`src/rtl/result_broadcast_arbiter_if.sv`:
```
// Result/CDB bundle between the ACU array, reservation station and the broadcast arbiter.
// master = arbiter side, slave = environment (ACU/RS/CDB consumer).
interface result_broadcast_arbiter_if #(
    parameter int size   = 15,
    parameter int DATA_W = 32
);
    localparam int PTR_W = $clog2(size);

    logic [size-1:0][DATA_W-1:0] res_in;
    logic [size-1:0]             res_valid;
    logic                        flush;
    logic                        cdb_ready;
    logic                        cdb_valid;
    logic [DATA_W-1:0]           cdb_out;
    logic [PTR_W-1:0]            cdb_slot;
    logic [size-1:0]             slot_busy;
    logic [PTR_W:0]              pending_cnt;

    modport master (
        input  res_in, res_valid, flush, cdb_ready,
        output cdb_valid, cdb_out, cdb_slot, slot_busy, pending_cnt
    );

    modport slave (
        output res_in, res_valid, flush, cdb_ready,
        input  cdb_valid, cdb_out, cdb_slot, slot_busy, pending_cnt
    );
endinterface

```
`src/rtl/result_broadcast_arbiter.sv`:
```
// Holds completed ACU results per slot and broadcasts one per cycle onto the CDB,
// round-robin with back-pressure; reports per-slot busy flags back to the RS.
module result_broadcast_arbiter #(
    parameter int size   = 15,
    parameter int DATA_W = 32,
    parameter int PTR_W  = $clog2(size)
) (
    input  logic                      clk,
    input  logic                      rst,
    result_broadcast_arbiter_if.master bus
);
    typedef logic [DATA_W-1:0] sal_t;

    sal_t              hold_q [size];
    sal_t              hold_d [size];
    logic [size-1:0]   hold_v_q, hold_v_d;
    logic [PTR_W-1:0]  rr_ptr_q, rr_ptr_d;

    logic [PTR_W-1:0]  grant;
    logic              found;
    logic [PTR_W:0]    scan_idx;
    logic              any_v;
    logic              xfer;
    logic [size-1:0]   busy;
    logic [PTR_W:0]    cnt;
    logic [size-1:0]   viol;

    // Round-robin scan starting at rr_ptr; the sum never exceeds 2*(size-1) so one subtract wraps it.
    always_comb begin
        grant    = '0;
        found    = 1'b0;
        scan_idx = '0;
        for (int k = 0; k < size; k++) begin
            scan_idx = {1'b0, rr_ptr_q} + (PTR_W+1)'(k);
            if (scan_idx >= (PTR_W+1)'(size)) begin
                scan_idx = scan_idx - (PTR_W+1)'(size);
            end
            if (!found && hold_v_q[scan_idx[PTR_W-1:0]]) begin
                found = 1'b1;
                grant = scan_idx[PTR_W-1:0];
            end
        end
    end

    always_comb begin
        any_v = |hold_v_q;
        xfer  = any_v && bus.cdb_ready;
        cnt   = '0;
        busy  = '0;
        for (int i = 0; i < size; i++) begin
            busy[i] = hold_v_q[i] && !(xfer && (grant == PTR_W'(i)));
            cnt     = cnt + (PTR_W+1)'(hold_v_q[i]);
        end
        viol = bus.res_valid & busy & {size{!bus.flush}};
    end

    assign bus.cdb_valid   = any_v;
    assign bus.cdb_out     = any_v ? hold_q[grant] : '0;
    assign bus.cdb_slot    = grant;
    assign bus.slot_busy   = busy;
    assign bus.pending_cnt = cnt;

    // Clearing the granted slot before the capture test lets a same-cycle re-issue land.
    always_comb begin
        hold_v_d = hold_v_q;
        rr_ptr_d = rr_ptr_q;
        for (int i = 0; i < size; i++) begin
            hold_d[i] = hold_q[i];
        end
        if (xfer) begin
            hold_v_d[grant] = 1'b0;
            rr_ptr_d        = (grant == PTR_W'(size-1)) ? '0 : grant + PTR_W'(1);
        end
        for (int i = 0; i < size; i++) begin
            if (bus.res_valid[i] && !hold_v_d[i]) begin
                hold_d[i]   = bus.res_in[i];
                hold_v_d[i] = 1'b1;
            end
        end
        if (bus.flush) begin
            hold_v_d = '0;
            rr_ptr_d = rr_ptr_q;
        end
    end

    always_ff @(posedge clk or negedge rst) begin
        if (!rst) begin
            hold_v_q <= '0;
            rr_ptr_q <= '0;
            for (int i = 0; i < size; i++) begin
                hold_q[i] <= '0;
            end
        end else begin
            hold_v_q <= hold_v_d;
            rr_ptr_q <= rr_ptr_d;
            for (int i = 0; i < size; i++) begin
                hold_q[i] <= hold_d[i];
            end
        end
    end

    // The RS must never complete into a slot whose previous result is still waiting.
    rs_protocol_chk: assert property (@(posedge clk) disable iff (!rst) viol == '0);

endmodule
```
`src/flat_wrapper.sv`:
```
// flat-port wrapper written by rule: the top's interface ports become plain ports
module result_broadcast_arbiter_flat 
#(
    parameter int size   = 15,
    parameter int DATA_W = 32,
    parameter int PTR_W  = $clog2(size)
)
  (clk, rst, bus_res_in, bus_res_valid, bus_flush, bus_cdb_ready, bus_cdb_valid, bus_cdb_out, bus_cdb_slot, bus_slot_busy, bus_pending_cnt);
  result_broadcast_arbiter_if #(.size(size), .DATA_W(DATA_W)) bus_i ();
  input  logic clk;
  input  logic rst;
  input wire logic [$bits(bus_i.res_in)-1:0] bus_res_in;
  input wire logic [$bits(bus_i.res_valid)-1:0] bus_res_valid;
  input wire logic [$bits(bus_i.flush)-1:0] bus_flush;
  input wire logic [$bits(bus_i.cdb_ready)-1:0] bus_cdb_ready;
  output wire logic [$bits(bus_i.cdb_valid)-1:0] bus_cdb_valid;
  output wire logic [$bits(bus_i.cdb_out)-1:0] bus_cdb_out;
  output wire logic [$bits(bus_i.cdb_slot)-1:0] bus_cdb_slot;
  output wire logic [$bits(bus_i.slot_busy)-1:0] bus_slot_busy;
  output wire logic [$bits(bus_i.pending_cnt)-1:0] bus_pending_cnt;
  assign bus_i.res_in = bus_res_in;
  assign bus_i.res_valid = bus_res_valid;
  assign bus_i.flush = bus_flush;
  assign bus_i.cdb_ready = bus_cdb_ready;
  assign bus_cdb_valid = bus_i.cdb_valid;
  assign bus_cdb_out = bus_i.cdb_out;
  assign bus_cdb_slot = bus_i.cdb_slot;
  assign bus_slot_busy = bus_i.slot_busy;
  assign bus_pending_cnt = bus_i.pending_cnt;
  result_broadcast_arbiter #(.size(size), .DATA_W(DATA_W), .PTR_W(PTR_W)) u_core (.clk(clk), .rst(rst), .bus(bus_i));
endmodule
```
`config.mk`:
```
export PLATFORM = sky130hd
export DESIGN_NAME = result_broadcast_arbiter_flat
export DESIGN_NICKNAME = d
export VERILOG_FILES = /design/src/rtl/result_broadcast_arbiter_if.sv /design/src/rtl/result_broadcast_arbiter.sv /design/src/flat_wrapper.sv
export SDC_FILE = /design/constraint.sdc
export NUM_CORES = 1
export LEC_CHECK = 0
export CAP_MARGIN = 20
export CORE_ASPECT_RATIO = 0.6
export CORE_MARGIN = 2
export CORE_UTILIZATION = 28
export CTS_CLUSTER_DIAMETER = 60
export DETAILED_ROUTE_END_ITERATION = 12
export DONT_BUFFER_PORTS = 1
export PLACE_DENSITY = 0.49
export SYNTH_ARGS = -nofsm -noshare
export SYNTH_HDL_FRONTEND = slang
export SYNTH_SLANG_ARGS = --single-unit
```
`constraint.sdc`:
```
create_clock -name clk -period 7.45 [get_ports clk]
set_input_delay 0.745 -clock clk [delete_from_list [all_inputs] [get_ports clk]]
set_output_delay 0.745 -clock clk [all_outputs]
set_load 0.01 [all_outputs]
```
* After elaboration in Yosys (flattened, before gate mapping)
Index checks and enable logic that the tools add are counted.
** Storage, ports and cells
- Flip-flop bits (word level) :: 499
- Latch bits :: 0
- Memory bits (writable) :: 0
- Memory bits (read-only) :: 0
- Input bits :: 499
- Output and inout port bits :: 57
- Word-level logic and storage cells :: 318
- Memories :: 0
** Cells by class
- $add $sub $neg :: 44
- Multiply operators :: 0
- Div/mod/pow operators :: 0
- $lt $le $gt $ge :: 33
- Eq/ne operators :: 14
- Shifts and indexed selects :: 0
- Multiplexer cells :: 98
- Bitwise operators :: 4
- Reduce and logical (&&, ||, !) cells :: 108
** Operators with widths (count)
- binary-select mux 32 bit (select 4 bit) :: 1
- two-way mux 4 bit :: 31
- two-way mux 32 bit :: 3
- < comparator 4 x 5 -> 1 bit, second input constant :: 16
- >= comparator 5 x 4 -> 1 bit, second input constant :: 14
- adder 5 x 1 -> 5 bit :: 13
- logical AND 1 bit :: 61
- binary-select mux 1 bit (select 4 bit) :: 15
- subtractor 4 bit, second input constant :: 15
- two-way mux 1 bit :: 45
- logical NOT 1 bit :: 44
- adder 4 x 4 -> 5 bit, second input constant :: 7
- two-way mux 15 bit :: 2
- == test 4 bit, second input constant :: 7
- adder 4 x 3 -> 5 bit, second input constant :: 4
- == test 4 x 3 -> 1 bit, second input constant :: 4
- AND 15 bit :: 1
- NOT 15 bit :: 1
- OR reduction 15 bit :: 1
- adder 4 x 2 -> 5 bit, second input constant :: 2
- == test 4 x 2 -> 1 bit, second input constant :: 2
- adder 4 x 1 -> 5 bit, second input constant :: 1
- >= comparator 5 bit, second input constant :: 1
- NOT 4 -> 5 bit :: 1
- 9 further kinds :: 9

* Logic depth before layout (Yosys ltp)
Gate-level depths: netlist of run 1.
- Word-level depth :: 58
- Mapped depth :: 30
- Depth with buffers taken out :: 18

* Worst setup path before layout of run 1
Ideal clock, no wire load.
- Path type :: register -> output
- Start point :: reg u_core.rr_ptr_q[2]
- End point :: out bus_cdb_out[28]
- Arrival :: 6078 ps
- Required time :: 6705 ps
- Slack :: 627 ps
- Cell stages (with the launch flop) :: 22
- Buffers on the path :: 3
- Cell sequence :: dfrtp_1 buf_4 inv_2 buf_1 ha_1 nand3_1 a21o_1 xnor2_2 mux4_2 o22ai_1 o21ai_1 or4_4 or2_1 or4_1 and3_1 a211o_4 inv_4 buf_2 mux2_2 o32a_1 nor4b_1 o2111a_1
** Between the ends
- Cells in the longest elaborated chain, start to end :: 52
- Elaborated cells between the ends (all ways) :: 151
** RTL lines
- start, declared :: RTL line result_broadcast_arbiter.sv:17 : logic [PTR_W-1:0] rr_ptr_q, rr_ptr_d;
- start signal, assigned :: RTL line result_broadcast_arbiter.sv:95 : rr_ptr_q <= rr_ptr_d;
- parallel branches: the longest is 46 deep, another holds adder 4 x 1 -> 5 bit
- two-way mux 4 bit (*) :: RTL line result_broadcast_arbiter.sv:38 : if (!found && hold_v_q[scan_idx[PTR_W-1:0]]) begin
- NOT 4 -> 5 bit (not written as such) (*) :: RTL line result_broadcast_arbiter.sv:58 : assign bus.cdb_out = any_v ? hold_q[grant] : '0;
- binary-select mux 32 bit (select 4 bit) (*) :: RTL line result_broadcast_arbiter.sv:58
- two-way mux 32 bit (not written as such) (*) (2 in series) :: RTL line result_broadcast_arbiter.sv:58
- two-way mux 32 bit (*) :: RTL line result_broadcast_arbiter.sv:58
- end, declared :: RTL line flat_wrapper.sv:17 : output wire logic [$bits(bus_i.cdb_out)-1:0] bus_cdb_out;
Mark *: on every way between the ends. The select of a mux whose other input is x is not followed.

* Worst setup path in the final report of run 1
- Start point :: reg u_core.rr_ptr_q[2]
- End point :: out bus_cdb_out[20]
Same word-level chain as after synthesis.

==> impl_metrics.json, run 1 <==
{
  "muxShareOfSynthArea": 0.235,
  "register_area_sq_mm": 0.0125,
  "die_w_um": 432,
  "setup_tns_ns": -0.0510,
  "ys.flop_type": "dfrtp_1",
  "fin_nets": 3710,
  "r2r_slack_ns": 0.79,
  "clock_latency_ns": 0.67,
  "root_buffer": "clkbuf_16",
  "avgSynthCellArea_sq_um": 10.6,
  "grt_pass1_vias": 25800,
  "rows": 94,
  "critPathMaxFanout": 14,
  "start_util": 0.282,
  "placed_cells": 4484,
  "cts_tree": "done",
  "clk_pin_slew_ns": 0.07,
  "drive_above_1_share": 0.346,
  "criticalPathCategory": "flop to output pin",
  "syn-num-nets": 3442,
  "ys_warn_count": 0,
  "violations": "slew limit, setup timing",
  "synth-edff-count": 0,
  "fmax_ghz": 0.133,
  "ant_nets": 0,
  "cts_made_buffers": 55,
  "synth_most_common_cell": "dfrtp_1",
  "gr-total-overflow": 0,
  "slowest_delay_ns": 0.53,
  "required_ns": 6.70,
  "grt_use_total": 0.256,
  "hp-class": "input port to asynchronous set/reset pin",
  "period_needed_ns": 7.49,
  "max_slew_margin": -0.311,
  "ys_async_sr_fraction": 1.00,
  "crit_path_end_kind": "output pin",
  "status": "finished with violations",
  "dr_total_vias": 26900,
  "nFillCells": 11000,
  "gp_congestion": 1.04,
  "ys_seq_elements": 499,
  "syn_area_sq_mm": 0.0308,
  "fin_cells": 4707,
  "place_area_sq_mm": 0.0349,
  "finalInstanceArea_sq_mm": 0.0390,
  "synth-compound-area-share": 0.164,
  "rsz0062_at_grt": "yes",
  "wl_per_cell_um": 32.0,
  "hold_viol_final": 0,
  "cts-htree-levels": 2,
  "synthToLayoutAreaGrowth_pct": 26.7,
  "die_y_um": 261,
  "critical_path.cell_chain": "buf_4 -> buf_12 -> ha_1 -> buf_6 -> nand3b_1 -> a211oi_4 -> or4_4 -> and2_4 -> mux2_2 -> o2111ai_2 -> or4_4 -> or2_4 -> buf_6 -> or4_4 -> and3_4 -> a211o_4 -> nand2b_1 -> buf_6 -> a211oi_1 -> o41ai_2 -> buf_4 -> o2111a_2",
  "clk_path_buf_depth": 3,
  "design.core.area_sq_mm": 0.109,
  "fin_skew_ns": 0.0411,
  "vias_per_cell": 5.71,
  "die_area_sq_mm": 0.113,
  "synth_area_leaders": "dfrtp_1, mux2_2, mux2_1",
  "synth_top_family_by_area": "multiplexers",
  "critPathLaunchType": "flop",
  "netlist_top_cells_count": "dfrtp_1, mux2_2, nand2_1, mux2_1, nand3_1",
  "slowest_stage": "or4_4",
  "cts_sinks": 499,
  "yosysTopAreaCellShare": 0.406,
  "hpwlAfterDp_mm": 113,
  "slew_violations": 175,
  "worst_pin_slew_ns": 1.97,
  "routed_wl_mm": 151,
  "drt_iter0_markers": 3127,
  "grt_start_max_net_pins": 500,
  "maxCapViolCount": 0,
  "final.period_utilization": 1.01,
  "yosys.area_share.xor_xnor": 0.00833,
  "antenna_found_initial": 80,
  "yosys.area_share.simple": 0.125,
  "drc": 0,
  "worst_ep_arrival_time_ns": 6.75,
  "synthCells": 2911,
  "seq_area_frac_synth": 0.406,
  "synth_top_cell_by_area": "dfrtp_1",
  "pin_count": 556,
  "numPortBuffers": 0,
  "setup_viol": 3,
  "drt_pass1_iterations": 6,
  "timing.final.ws_setup_ns": -0.0437,
  "synthAdderAreaFrac": 0.0152,
  "grt_first_pass_wirelength_mm": 206,
  "synth_cell_type_count": 115,
  "multi_input_area_sq_mm": 0.0179
}
## routing by layer
metal  GRT usage  part of all wire
met1       0.365              0.44
met2       0.349              0.40
met3      0.0924              0.12
met4      0.0923             0.039
met5           0            0.0022
## cells in the final DEF, fill, tap and decap left out, drive strengths merged, types with 77 or more instances in the layout
master  instances
a211oi        105
a21oi          79
and3           96
buf           446
clkbuf         77
dfrtp         499
mux2          494
mux2i         124
nand2         219
nand3         141
nor2          112
o21ai         121
## cell families after synthesis
| logic type | after synthesis |
|---|---|
| buffers and inverters | 300 |
| muxes | 627 |
| AOI/OAI and AO/OA | 674 |
| xor gates and xnor gates | 25 |
| adders and majority gates | 32 |
| DFF | 499 |
| and+or+nand+nor | 754 |
## layout make-up
| cell class | instances | share of cell area |
|---|---|---|
| clock buffers | 73 | 0.0404 |
| clock inverters | 29 | 0.0106 |
| diodes | 43 | 0.00276 |
| repair inverters | 1 | 0.000160 |
| repair buffers | 456 | 0.114 |
| inverters | 53 | 0.00590 |
| flip-flops and latches | 499 | 0.320 |
| well taps | 1440 | 0.0462 |
| multi-input cells | 2113 | 0.460 |
## worst paths after layout
kind | start | endpoint | cells past startpoint
worst min-delay path | rst | u_core.hold_q[204]$_DFFE_PN0P_ | 1
worst max register to register | u_core.rr_ptr_q[2]$_DFFE_PN0P_ | u_core.hold_q[114]$_DFFE_PN0P_ | 25
worst min register to register | u_core.hold_q[210]$_DFFE_PN0P_ | u_core.hold_q[210]$_DFFE_PN0P_ | 1
min in group clk | bus_flush | u_core.hold_v_q[13]$_DFF_PN0_ | 1
worst max-delay path | u_core.rr_ptr_q[2]$_DFFE_PN0P_ | bus_cdb_out[20] | 22
max in group asynchronous | rst | u_core.rr_ptr_q[2]$_DFFE_PN0P_ | 2
## metrics by stage
stage / setup WS (ns) / hold WS [ns] / utilization
floorplan: 0.627 / 0.449 / -
global placement: 0.127 / 0.462 / 0.320
detailed placement: 0.0138 / 0.463 / 0.320
CTS: 0.000435 / -0.236 / 0.347
global route: -0.226 / 0.117 / 0.357
finish: -0.0437 / 0.0787 / 0.357
## registers in the layout, summed over array words and instances, names as in the netlist
signal / cells
u_core.hold_q: 480
u_core.hold_v_q: 15
u_core.rr_ptr_q: 4
## worst max-delay path: cells and delay by family, from the launching register on
family | cells | cell delay [ns]
and+or+nand+nor | 8 | 2.53
AOI/OAI and AO/OA | 6 | 1.54
buffers and inverters | 6 | 1.07
DFF | 1 | 0.48
muxes | 1 | 0.24
adders and majority gates | 1 | 0.19
## what timing repair did
| item | in CTS | in global routing |
|---|---|---|
| pin swaps | 25 | 51 |
| resized for setup | 97 | 154 |
| endpoints found under the setup margin | 42 | 44 |
| endpoints found under the hold margin | 499 | 47 |
| buffers inserted | 37 | 30 |
| gates cloned | 8 | 2 |
Power of run 1 is left out: the tool's default activity adds up to more than one toggle a clock period on the data nets, which glitch-free logic cannot reach.
==> inputs of run 2 (changes only) <==
--- a/config.mk
+++ b/config.mk
@@ -6,7 +6,7 @@
 export NUM_CORES = 1
 export LEC_CHECK = 0
 export CAP_MARGIN = 20
-export CORE_ASPECT_RATIO = 0.6
+export CORE_ASPECT_RATIO = 2
 export CORE_MARGIN = 2
 export CORE_UTILIZATION = 28
 export CTS_CLUSTER_DIAMETER = 60
==> run 2 against run 1 <==
Compared with the run above:
- the flow finishes with violations (hold timing, setup timing)
- worst hold slack worse by 0.32 ns
- sequential share of layout area decreased by 0.33 points
- wire length rose by 3.8%
- register-to-register slack improved by 0.06 ns
- clock-buffer cell count down 5
- clock skew up 0.012 ns
- design area rose by 1.1%
- non-clock buffer count up 27
- first-iteration DRC count shrank 30%
- die area about the same
- utilization increased by 0.36 points
- critical path type unchanged
- critical endpoint is now bus_cdb_out[7]
==> impl_metrics.json, run 2 (synthesis results as in run 1) <==
{
  "whs_ns": -0.237,
  "die_area_sq_mm": 0.113,
  "design.core.area_sq_mm": 0.109,
  "r2r_start": "u_core.rr_ptr_q[1]$_DFFE_PN0P_",
  "die_w_um": 238,
  "largest_register_ff_count": 480,
  "hpwlAfterDp_mm": 119,
  "rsz0062_at_grt": "yes",
  "root_buffer": "clkbuf_16",
  "setup_tns_ns": -0.0156,
  "start_util": 0.282,
  "gr-total-overflow": 0,
  "cts_made_buffers": 55,
  "slew_violations": 0,
  "ant_nets": 0,
  "critPathTopFamily": "compound AO/OA/AOI/OAI gates",
  "worst_ep_arrival_time_ns": 6.72,
  "grt_use_total": 0.269,
  "cts_tree": "done",
  "grt_start_max_net_pins": 500,
  "dr_wl_met3_mm": 16.4,
  "fin_skew_ns": 0.0528,
  "critPathLaunchType": "flop",
  "drt_pass1_iterations": 5,
  "maxCapViolCount": 0,
  "grt_pass1_vias": 26900,
  "dr_total_vias": 27100,
  "pin_count": 556,
  "period_needed_ns": 7.47,
  "worst_pin_slew_ns": 1.30,
  "crit_buf_inv": 11,
  "fmax_ghz": 0.134,
  "fin_cells": 4690,
  "hp-class": "input port to asynchronous set/reset pin",
  "nFillCells": 11000,
  "drt_iter0_markers": 2193,
  "critPathMaxFanout": 13,
  "rows": 172,
  "fin_nets": 3736,
  "regMostFlops": "u_core.hold_q",
  "cts-htree-levels": 2,
  "clock_latency_ns": 0.69,
  "numPortBuffers": 0,
  "clk_path_buf_depth": 3,
  "critical_path.most_common_cell": "buf_4",
  "fin_util": 0.361,
  "antenna_found_initial": 89,
  "violations": "hold timing, setup timing",
  "clk_pin_slew_ns": 0.06,
  "top_layer": "met5",
  "synthToLayoutAreaGrowth_pct": 28.1,
  "placed_cells": 4446,
  "final.period_utilization": 1.00,
  "grt_first_pass_wirelength_mm": 215,
  "final_cell_mix": "dfrtp_1, buf_4, mux2_2, nand2_1, mux2_1",
  "gp_congestion": 0.988,
  "die_y_um": 473,
  "cts_sinks": 499,
  "slowest_stage": "a211oi_1",
  "max_slew_margin": 0.132,
  "rr_worst_depth": 28,
  "timing.final.ws_setup_ns": -0.0156,
  "drc": 0,
  "hold_viol_final": 286,
  "drive_above_1_share": 0.351,
  "r2r_slack_ns": 0.85,
  "status": "finished with violations",
  "mostFrequentLayoutCell": "dfrtp_1",
  "wl_met2_mm": 70.3,
  "reg.largest.list": "u_core.hold_q: 480 flops, u_core.hold_v_q: 15 flops, u_core.rr_ptr_q: 4 flops",
  "wl_met1_mm": 60.1,
  "required_ns": 6.70,
  "r2r_end": "u_core.hold_q[51]$_DFFE_PN0P_",
  "vias_per_cell": 5.79,
  "setup_viol": 1,
  "crit_path_end_kind": "output pin",
  "criticalPathCategory": "flop to output pin",
  "wl_per_cell_um": 33.3,
  "slowest_delay_ns": 0.48,
  "routed_wl_mm": 156
}
[run 2: layout make-up]
cell class / instances / area [sq um] / area share
Timing Repair Buffer: 483 / 4760 / 0.121
Inverter: 53 / 221 / 0.00562
Clock inverter: 33 / 497 / 0.0126
Multi-Input combinational cell: 2113 / 18100 / 0.459
Antenna cell: 49 / 123 / 0.00311
Clock buffer: 68 / 1500 / 0.0379
Tap cell: 1392 / 1740 / 0.0442
Sequential cell: 499 / 12500 / 0.317
[run 2: worst register-to-register path: cells and delay by family (launching register included)]
family / cells / cell delay, ns
buf+inv: 12 / 1.90
simple gates: 6 / 1.28
compound gates: 8 / 2.35
mux: 1 / 0.34
flops: 1 / 0.43
fa+ha+maj: 1 / 0.17
[run 2: worst max-delay path by stage]
stage,start,end,slack (ns),cells past startpoint
floorplan,u_core.rr_ptr_q[2]$_DFFE_PN0P_,bus_cdb_out[28],0.63,21
global placement,u_core.rr_ptr_q[2]$_DFFE_PN0P_,bus_cdb_out[30],-0.46,22
detailed placement,u_core.rr_ptr_q[2]$_DFFE_PN0P_,bus_cdb_out[11],-0.45,21
CTS,u_core.rr_ptr_q[2]$_DFFE_PN0P_,bus_cdb_out[11],-0.02,26
global route,u_core.rr_ptr_q[1]$_DFFE_PN0P_,bus_cdb_out[19],-0.08,24
finish,u_core.rr_ptr_q[1]$_DFFE_PN0P_,bus_cdb_out[7],-0.02,27
[run 2: stage by stage]
stage | instance area, sq um | worst slack (ns)
2_1_floorplan | 30800 | 0.627
6_report | 39400 | -0.0156
4_1_cts | 38400 | -0.0226
3_3_place_gp | 35000 | -0.464
5_1_grt | 39300 | -0.0828
3_5_place_dp | 35000 | -0.450
[run 2: metal layers]
metal,GRT usage,vias to the layer above
li1,-,11600
met1,0.325,13600
met2,0.433,1463
met3,0.0924,414
met4,0.117,80
met5,0,-
[run 2: repair_timing]
item | CTS | global route
setup buffers | 36 | 46
gates cloned | 11 | 3
hold endpoints to repair | 499 | 499
gates resized for setup | 149 | 114
pin swaps | 34 | 55
endpoints found under the setup margin | 37 | 35
Power of run 2 is left out for the same reason.
